`src/rtl/varredura_display_if.sv`:
```
// varredura_display_if -- bus between a number source and the display scanner.
//
// Signals:
//   carregar  single-cycle strobe; capture sinal and the digits below
//   sinal     sign of the number (1 = negative)
//   milhar, centena, dezena, unidade   BCD digits (values 10-15 are shown blank)
//   seg       segments {g,f,e,d,c,b,a}, active-low
//   anodo     position enables, active-low (0 unidade .. 3 milhar, 4 sign)
//   quadro    one-cycle pulse after each complete 5-position scan
//
// Modports:
//   master  side that supplies numbers and observes the display
//   slave   the scanner itself
interface varredura_display_if;
  logic       carregar;
  logic       sinal;
  logic [3:0] milhar;
  logic [3:0] centena;
  logic [3:0] dezena;
  logic [3:0] unidade;
  logic [6:0] seg;
  logic [4:0] anodo;
  logic       quadro;

  modport master (
    output carregar, sinal, milhar, centena, dezena, unidade,
    input  seg, anodo, quadro
  );

  modport slave (
    input  carregar, sinal, milhar, centena, dezena, unidade,
    output seg, anodo, quadro
  );
endinterface

```
`src/rtl/varredura_display.sv`:
```
// varredura_display -- multiplexed scanner for a signed 4-digit 7-segment display.
//
// Each of the five positions (unidade, dezena, centena, milhar, sign) is lit
// for DIVISOR clock cycles in turn. A number captured with carregar waits in a
// pending register and is copied to the displayed (shadow) register only when
// a full scan completes, so a frame never mixes digits of two numbers.
//
// Parameters:
//   DIVISOR   clock cycles each position stays lit (2 .. 2**20)
//
// Ports:
//   clock     rising-edge clock
//   reset     synchronous, active-high reset
//   bus       varredura_display_if.slave (carregar/sinal/digits in; seg/anodo/quadro out)
//
// Build option:
//   SUPRESSAO_ZEROS_EN  when defined, leading zero digits are blanked
//                       (unidade is never blanked; anodo still strobes them)
//
// Position FSM:
//   state        | meaning
//   POS_UNIDADE  | unidade digit lit (anodo bit 0)
//   POS_DEZENA   | dezena digit lit (anodo bit 1)
//   POS_CENTENA  | centena digit lit (anodo bit 2)
//   POS_MILHAR   | milhar digit lit (anodo bit 3)
//   POS_SINAL    | sign position lit (anodo bit 4); leaving it ends the scan
module varredura_display #(
  parameter int DIVISOR = 50000
) (
  input  logic clock,
  input  logic reset,
  varredura_display_if.slave bus
);

  localparam int PRE_W = (DIVISOR > 1) ? $clog2(DIVISOR) : 1;
  localparam logic [PRE_W-1:0] PRE_LAST = PRE_W'(DIVISOR - 1);

  localparam logic [6:0] SEG_BLANK = 7'b1111111;
  localparam logic [6:0] SEG_MINUS = 7'b0111111;
  localparam logic [4:0] AN_OFF    = 5'b11111;

  generate
    if (DIVISOR < 2 || DIVISOR > (1 << 20)) begin : g_bad_divisor
      $error("varredura_display: DIVISOR out of range 2..2**20");
    end
  endgenerate

  typedef enum logic [2:0] {
    POS_UNIDADE = 3'd0,
    POS_DEZENA  = 3'd1,
    POS_CENTENA = 3'd2,
    POS_MILHAR  = 3'd3,
    POS_SINAL   = 3'd4
  } pos_t;

  typedef struct packed {
    logic       sinal;
    logic [3:0] milhar;
    logic [3:0] centena;
    logic [3:0] dezena;
    logic [3:0] unidade;
  } numero_t;

  logic [PRE_W-1:0] prescaler;
  logic             avanca;
  logic             fim_varredura;

  pos_t             pos;
  pos_t             pos_next;

  numero_t          pendente;
  logic             pendente_ok;
  numero_t          sombra;

  logic             zero_milhar;
  logic             zero_centena;
  logic             zero_dezena;

  logic [3:0]       digito;
  logic             apaga;
  logic [6:0]       seg_next;
  logic [4:0]       anodo_next;

  logic [6:0]       seg_q;
  logic [4:0]       anodo_q;
  logic             quadro_q;

  function automatic logic [6:0] bcd_para_seg(input logic [3:0] d);
    logic [6:0] s;
    case (d)
      4'd0:    s = 7'b1000000;
      4'd1:    s = 7'b1111001;
      4'd2:    s = 7'b0100100;
      4'd3:    s = 7'b0110000;
      4'd4:    s = 7'b0011001;
      4'd5:    s = 7'b0010010;
      4'd6:    s = 7'b0000010;
      4'd7:    s = 7'b1111000;
      4'd8:    s = 7'b0000000;
      4'd9:    s = 7'b0010000;
      default: s = SEG_BLANK;
    endcase
    return s;
  endfunction

  // Prescaler: counts 0..DIVISOR-1; the terminal count moves the position.
  assign avanca        = (prescaler == PRE_LAST);
  assign fim_varredura = avanca && (pos == POS_SINAL);

  always_ff @(posedge clock) begin
    if (reset) begin
      prescaler <= '0;
    end else if (avanca) begin
      prescaler <= '0;
    end else begin
      prescaler <= prescaler + PRE_W'(1);
    end
  end

  always_ff @(posedge clock) begin
    if (reset) begin
      pos <= POS_UNIDADE;
    end else begin
      pos <= pos_next;
    end
  end

  always_comb begin
    pos_next = pos;
    if (avanca) begin
      case (pos)
        POS_UNIDADE: pos_next = POS_DEZENA;
        POS_DEZENA:  pos_next = POS_CENTENA;
        POS_CENTENA: pos_next = POS_MILHAR;
        POS_MILHAR:  pos_next = POS_SINAL;
        POS_SINAL:   pos_next = POS_UNIDADE;
        default:     pos_next = POS_UNIDADE;
      endcase
    end
  end

  // Pending/shadow pair. On the scan-end edge the shadow takes whatever was
  // pending before that edge; a strobe on the same edge refills pending and
  // keeps the flag set so it is shown after the following scan.
  always_ff @(posedge clock) begin
    if (reset) begin
      pendente    <= '0;
      pendente_ok <= 1'b0;
      sombra      <= '0;
    end else begin
      if (fim_varredura && pendente_ok) begin
        sombra <= pendente;
      end
      if (bus.carregar) begin
        pendente    <= '{sinal:   bus.sinal,
                         milhar:  bus.milhar,
                         centena: bus.centena,
                         dezena:  bus.dezena,
                         unidade: bus.unidade};
        pendente_ok <= 1'b1;
      end else if (fim_varredura && pendente_ok) begin
        pendente_ok <= 1'b0;
      end
    end
  end

  // A digit is a leading zero only if it and every more-significant digit is 0.
`ifdef SUPRESSAO_ZEROS_EN
  assign zero_milhar  = (sombra.milhar == 4'd0);
  assign zero_centena = zero_milhar && (sombra.centena == 4'd0);
  assign zero_dezena  = zero_centena && (sombra.dezena == 4'd0);
`else
  assign zero_milhar  = 1'b0;
  assign zero_centena = 1'b0;
  assign zero_dezena  = 1'b0;
`endif

  always_comb begin
    digito     = 4'd0;
    apaga      = 1'b0;
    seg_next   = SEG_BLANK;
    anodo_next = AN_OFF;
    case (pos)
      POS_UNIDADE: begin
        anodo_next = 5'b11110;
        digito     = sombra.unidade;
      end
      POS_DEZENA: begin
        anodo_next = 5'b11101;
        digito     = sombra.dezena;
        apaga      = zero_dezena;
      end
      POS_CENTENA: begin
        anodo_next = 5'b11011;
        digito     = sombra.centena;
        apaga      = zero_centena;
      end
      POS_MILHAR: begin
        anodo_next = 5'b10111;
        digito     = sombra.milhar;
        apaga      = zero_milhar;
      end
      POS_SINAL: begin
        anodo_next = 5'b01111;
      end
      default: begin
        anodo_next = AN_OFF;
      end
    endcase

    if (pos == POS_SINAL) begin
      seg_next = sombra.sinal ? SEG_MINUS : SEG_BLANK;
    end else if (apaga) begin
      seg_next = SEG_BLANK;
    end else begin
      seg_next = bcd_para_seg(digito);
    end
  end

  // Registered outputs: they follow the position one cycle late, which also
  // keeps every anode off during the first cycle after reset releases.
  always_ff @(posedge clock) begin
    if (reset) begin
      seg_q    <= SEG_BLANK;
      anodo_q  <= AN_OFF;
      quadro_q <= 1'b0;
    end else begin
      seg_q    <= seg_next;
      anodo_q  <= anodo_next;
      quadro_q <= fim_varredura;
    end
  end

  assign bus.seg    = seg_q;
  assign bus.anodo  = anodo_q;
  assign bus.quadro = quadro_q;

endmodule
```
`src/flat_wrapper.sv`:
```
// flat-port wrapper written by rule: the top's interface ports become plain ports
module varredura_display_flat 
#(
  parameter int DIVISOR = 50000
)
  (clock, reset, bus_carregar, bus_sinal, bus_milhar, bus_centena, bus_dezena, bus_unidade, bus_seg, bus_anodo, bus_quadro);
  varredura_display_if bus_i ();
  input  logic clock;
  input  logic reset;
  input wire logic [$bits(bus_i.carregar)-1:0] bus_carregar;
  input wire logic [$bits(bus_i.sinal)-1:0] bus_sinal;
  input wire logic [$bits(bus_i.milhar)-1:0] bus_milhar;
  input wire logic [$bits(bus_i.centena)-1:0] bus_centena;
  input wire logic [$bits(bus_i.dezena)-1:0] bus_dezena;
  input wire logic [$bits(bus_i.unidade)-1:0] bus_unidade;
  output wire logic [$bits(bus_i.seg)-1:0] bus_seg;
  output wire logic [$bits(bus_i.anodo)-1:0] bus_anodo;
  output wire logic [$bits(bus_i.quadro)-1:0] bus_quadro;
  assign bus_i.carregar = bus_carregar;
  assign bus_i.sinal = bus_sinal;
  assign bus_i.milhar = bus_milhar;
  assign bus_i.centena = bus_centena;
  assign bus_i.dezena = bus_dezena;
  assign bus_i.unidade = bus_unidade;
  assign bus_seg = bus_i.seg;
  assign bus_anodo = bus_i.anodo;
  assign bus_quadro = bus_i.quadro;
  varredura_display #(.DIVISOR(DIVISOR)) u_core (.clock(clock), .reset(reset), .bus(bus_i));
endmodule
```
`config.mk`:
```
export PLATFORM = sky130hd
export DESIGN_NAME = varredura_display_flat
export DESIGN_NICKNAME = d
export VERILOG_FILES = /design/src/rtl/varredura_display_if.sv /design/src/rtl/varredura_display.sv /design/src/flat_wrapper.sv
export SDC_FILE = /design/constraint.sdc
export NUM_CORES = 1
export LEC_CHECK = 0
export CORE_MARGIN = 1.5
export CORE_UTILIZATION = 35
export DETAILED_ROUTE_END_ITERATION = 10
export GPL_ROUTABILITY_DRIVEN = 0
export PLACE_DENSITY = 0.6
export RECOVER_POWER = 50
export SKIP_CTS_REPAIR_TIMING = 1
export SLEW_MARGIN = 20
export SYNTH_ARGS = -nofsm -noshare
export SYNTH_HDL_FRONTEND = slang
export SYNTH_SLANG_ARGS = --single-unit
```
`constraint.sdc`:
```
create_clock -name clock -period 2.6 [get_ports clock]
set_input_delay 0.39 -clock clock [delete_from_list [all_inputs] [get_ports clock]]
set_output_delay 0.39 -clock clock [all_outputs]
set_load 0.01 [all_outputs]
```
# ---- Word-level counts from Yosys, hierarchy flattened
# Memory sizes are Yosys's and may differ from the RTL's.
# Cells that the tools add are included.
dict set report op_classes {
  reduce_logical 5
  mux 7
  n_eq_ne 5
  add_sub_neg 1
}
# op n
set op_table {}
lappend op_table {{one-hot mux 5 bit (5 select lines)} 1}
lappend op_table {{adder 16 x 1 -> 16 bit (second input constant)} 1}
lappend op_table {{equality test 16 bit (second input constant)} 1}
lappend op_table {{one-hot mux 4 bit (4 select lines)} 1}
lappend op_table {{2-to-1 mux 7 bit} 2}
lappend op_table {{one-hot mux 3 bit (4 select lines)} 1}
lappend op_table {{equality test 3 x 2 -> 1 bit (second input constant)} 2}
lappend op_table {{equality test 3 x 1 -> 1 bit (second input constant)} 1}
lappend op_table {{equality test 3 bit (second input constant)} 1}
lappend op_table {{logical NOT 3 bit} 1}
lappend op_table {{logical AND 1 bit} 2}
lappend op_table {{2-to-1 mux 1 bit} 2}
lappend op_table {{nonzero test 2 bit} 1}
lappend op_table {{OR reduction 2 bit} 1}
dict set report totals {
  rom_bits 112
  reg_bits 67
  output_inout_bits 13
  n_memories 1
  word_cells 35
  in_bits 20
}
# name words word_bits read_ports rd_clocked_by_memory_dff write_ports line_no
set memory_table {}
lappend memory_table {{(name not given)} 16 7 1 0 0 varredura_display.sv:90} ;# case (d)

# ---- Depth between registers and ports, before layout
dict set report logic_depth {
  word_depth 5
  ltp_mapped 8
  depth_no_buf 7
}

# ---- Least setup slack after synthesis
# OpenSTA, ideal clock, no wires.
dict set report synth_path {
  kind {reg-to-reg}
  from {register u_core.pos[0]}
  to {register u_core.seg_q[4] (netlist: u_core.bus.seg[4])}
  stages_incl_launch_ff 9
  path_slack_ns 0.667
  setup_ns 0.128
  arrival_time_ns 1.805
  path_cell_list {dfxtp_1 buf_6 mux4_2 and2_4 inv_1 ha_1 nor2_1 a221oi_1 o21ai_1}
}
dict set report synth_between {
  elab_chain_len 4
  word_cells_on_any_way 8
  cone_classes {4 x eq/ne; 2 x mux; 1 x reduce/logical; 1 x memory}
}
# element line_no
set synth_lines {}
lappend synth_lines {{from (decl)} varredura_display.sv:68} ;# pos_t pos;
lappend synth_lines {{from (signal assigned)} varredura_display.sv:124} ;# pos <= pos_next;
lappend synth_lines {{equality test 3 x 2 -> 1 bit, or another cell as far along} varredura_display.sv:183} ;# case (pos)
lappend synth_lines {{one-hot mux 4 bit (4 select lines)} varredura_display.sv:183}
lappend synth_lines {{memory read (16 x 7 bit)} n/a}
lappend synth_lines {{2-to-1 mux 7 bit (*)} varredura_display.sv:211} ;# if (pos == POS_SINAL) begin
lappend synth_lines {{to (signal assigned)} varredura_display.sv:228} ;# seg_q <= seg_next;
lappend synth_lines {{to (decl)} varredura_display.sv:84} ;# logic [6:0] seg_q;
# Every way passes the cells marked *; elsewhere a longest branch is shown, timed or not.
# A chain may end at the register's enable or synchronous reset.

# ---- Worst setup path in the final report
# Ends and elaborated chain as after synthesis.

==> summary.txt <==
Logic synthesis
  – Synthesized Nets: 326
  – Synth cell types: 46
  – YS warnings: 0
  – Synthesized netlist cell count: 300
  – Mapped cell area: 2863 sq um
  – Most frequent cell after synthesis: dfxtp_1
  – Synthesized flop and latch total: 67
  – Mean post-synth cell area: 9.542 sq um
  – Synth async-reset ratio: 0
  – Synth top area share: 0.4685
  – Synth cell count leaders: dfxtp_1 (67), nor2_1 (37), nand3_1 (23), a21oi_1 (21), o21ai_0 (20)
  – Synth Flop Type: dfxtp_1
  – Register area share after synthesis: 0.4685
  – Top post-synthesis cells by area: dfxtp_1 (47%), mux2i_1 (5.9%), nor2_1 (4.9%)
  – Number of synthesized flops with an enable pin: 0
  – Synth area leader: dfxtp_1

Routing
  – DRT Pass-1 Iters: 4
  – DR DRC count: 0
  – Number of DRC markers in iteration 0: 106
  – Final antenna-violating net count: 0
  – DR vias/cell: 5.108
  – DR vias: around 2200
  – Post-Route WL: 5830 um
  – WL/cell: between 10 and 15 um

Global routing
  – Initial antenna violation count: 0
  – Total track usage: 0.1498
  – First-pass GRT wire length: 10230 um
  – Vias in the first global route: around 2100
  – Largest net degree at the start of global routing: a little over 40
  – Grt ovf: 0

STA
  – Post-route minimum period: 2.292 ns
  – Worst-Margin Slew: 0.8805 ns
  – Final hold viol count: 0
  – Final period utilization: 0.8817
  – Final setup vio count: 0
  – Slew HR: 0.4130
  – Max Fclk: roughly 440 MHz
  – RSZ-0062 raised after global routing: no
  – Final clock skew: roughly 0.013 ns
  – Setup TNS: 0 ns
  – Fin. max-slew vios: 0

Floorplan
  – Die W: approximately 93 um
  – Die Height: 93.44 um
  – Effective utilization at floorplan: 0.3667
  – I/O pins: 33
  – Std cell rows: 32
  – Core area: between 7000 and 8000 sq um
  – Die Area: between 8000 and 9000 sq um

Clocking
  – CTS Buffer Depth: 2
  – Worst-skew pair later-pin latency: 0.34 ns
  – Root Buffer: clkbuf_8
  – Cts bufs inserted: 9
  – H-Tree Depth: 3
  – CTS sink count: 67
  – Clock slew at reported path FFs: ~0.07 ns
  – TritonCTS clock tree: built

Pwr
  – Power per standard cell area: 615.5 nW/um^2
  – Leak Pwr: 0.001256 uW
  – Peak VDD IR: 0.0002306 V

Setup path
  – Register-to-register setup slack: 0.31 ns
  – Startpoint types: register
  – Reg2reg path depth: 7
  – Worst path arrival time: 2.50 ns
  – RR Startpoint: u_core.pos[0]$_SDFFE_PP0N_
  – Crit Path Category: reg2reg
  – Worst r2r dst: u_core.bus.seg[4]$_SDFF_PP1_
  – Worst-path fanout max: 11
  – CP required: roughly 2.8 ns
  – Worst setup EP type: register

Finish
  – Fin nets: 354
  – Synth-to-layout area growth: 20.10%
  – Cell Count, Final, Fillers Out: around 440
  – Share of cells above drive strength 1: 0.08709
  – # diodes: 0

Min path
  – Hold Path Depth: 1
  – Critical hold path startpoint: u_core.prescaler[0]$_SDFF_PP0_
  – Hold endpoint: u_core.prescaler[0]$_SDFF_PP0_
  – Tightest Hold Check Type: reg2reg

Placement
  – Dpl hpwl: 3945 um
  – Placed Cells: 419
  – Port Buffer Count: 32

Job
  – Max-cap violations: 0

Status
  – Status: complete, no violations
-- layer usage --
metal | part of all wire | wire length, um | global-route usage | vias up
li1 | - | - | - | 1122
met4 | 0.0094 | 55 | 0.06187 | 0
met3 | 0.045 | 260 | 0.04553 | 4
met1 | 0.50 | 2900 | 0.2026 | 1040
met2 | 0.45 | 2613 | 0.2198 | 56
met5 | 0 | 0 | 0 | -
-- final cells by class --
type / count / area (sq um)
fill: 780 / 4369
multi-input combinational: 208 / 1388
sequential: 67 / 1341
timing repair buffer: 36 / 340.3
clock buffer: 12 / 145.1
tap: 102 / 127.6
clock inverter: 4 / 73.82
inverter: 6 / 22.52
-- how the worst max path moves through the flow --
stage          depth (start not counted)                              to                       start  slack [ns]
2_1_floorplan                          8    u_core.bus.seg[4]$_SDFF_PP1_  u_core.pos[0]$_SDFFE_PP0N_        0.67
3_3_place_gp                           7    u_core.bus.seg[4]$_SDFF_PP1_  u_core.pos[0]$_SDFFE_PP0N_        0.44
3_5_place_dp                           7    u_core.bus.seg[4]$_SDFF_PP1_  u_core.pos[0]$_SDFFE_PP0N_        0.34
4_1_cts                                7    u_core.bus.seg[4]$_SDFF_PP1_  u_core.pos[0]$_SDFFE_PP0N_        0.32
5_1_grt                                4  u_core.sombra[13]$_SDFFE_PP0P_  u_core.pos[2]$_SDFFE_PP0N_        0.08
6_report                               7    u_core.bus.seg[4]$_SDFF_PP1_  u_core.pos[0]$_SDFFE_PP0N_        0.31
-- critical path, cell delays in order, from the launching register on --
cell and delay (ns):
dfxtp_1 0.59, mux4_2 0.61, and2_4 0.21, inv_1 0.11, ha_1 0.22, nor2_1 0.06
a221oi_1 0.29, o21ai_1 0.09
-- layout by cell type, fill, tap and decap left out, types with 2 or more instances in the layout --
cell | synthesis | routed
dfxtp_1 | 67 | 67
nor2_1 | 37 | 37
nand3_1 | 23 | 23
a21oi_1 | 21 | 21
o21ai_0 | 20 | 20
clkdlybuf4s50_1 | 0 | 18
mux2i_1 | 17 | 17
dlygate4sd3_1 | 0 | 14
nand2_1 | 10 | 10
clkbuf_8 | 0 | 10
xnor2_1 | 9 | 9
and3_1 | 8 | 8
nand4_1 | 6 | 7
inv_1 | 6 | 6
ha_1 | 6 | 6
nor3_1 | 5 | 5
xor2_1 | 5 | 5
mux4_2 | 4 | 4
and4_1 | 4 | 4
clkbuf_1 | 6 | 4
and2_4 | 3 | 3
and4bb_2 | 2 | 2
o21ai_1 | 2 | 2
o31a_1 | 2 | 2
a21boi_0 | 2 | 2
o21a_1 | 2 | 2
nor4_1 | 2 | 2
bufinv_16 | 0 | 2
-- cell families (layout without fill, tap and decap cells) --
kind of cell,count (synthesis),in the layout,share of synthesized area
flip-flops,67,67,0.4685
AND/OR/NAND/NOR,113,113,0.2238
AO/OA/AOI/OAI,54,54,0.1049
adder cells (fa/ha/maj),6,6,0.02622
multiplexers,21,21,0.09091
buffers and inverters,25,58,0.04283
XOR/XNOR,14,14,0.04283
-- per-stage QoR --
step	hold slack [ns]	worst slack (ns)	utilization	power [uW]	instance area, sq um
6_report	0.4671	0.3076	0.4404	2116	3438
5_1_grt	0.4862	0.08359	0.4404	2207	3438
4_1_cts	0.4712	0.3198	0.4431	2149	3460
3_5_place_dp	0.4449	0.3373	0.4151	1199	3241
3_3_place_gp	0.4385	0.4358	0.4151	1196	3241
2_1_floorplan	0.4218	0.6675	-	1143	2863
-- registers in the layout, summed over array words and instances, names as in the netlist --
name / flops
u_core.sombra: 17
u_core.bus.anodo: 5
u_core.pos: 3
u_core.pendente: 17
u_core.bus.quadro: 1
u_core.prescaler: 16
u_core.bus.seg: 7
u_core.pendente_ok: 1
-- where the power goes --
group | total [uW] | internal, uW | switching (uW)
sequential | 1070 | 1050 | 14.8
combinational | 104 | 57.6 | 46.7
clock | 945 | 567 | 377
No activity file was read; power rests on OpenSTA's default activity.
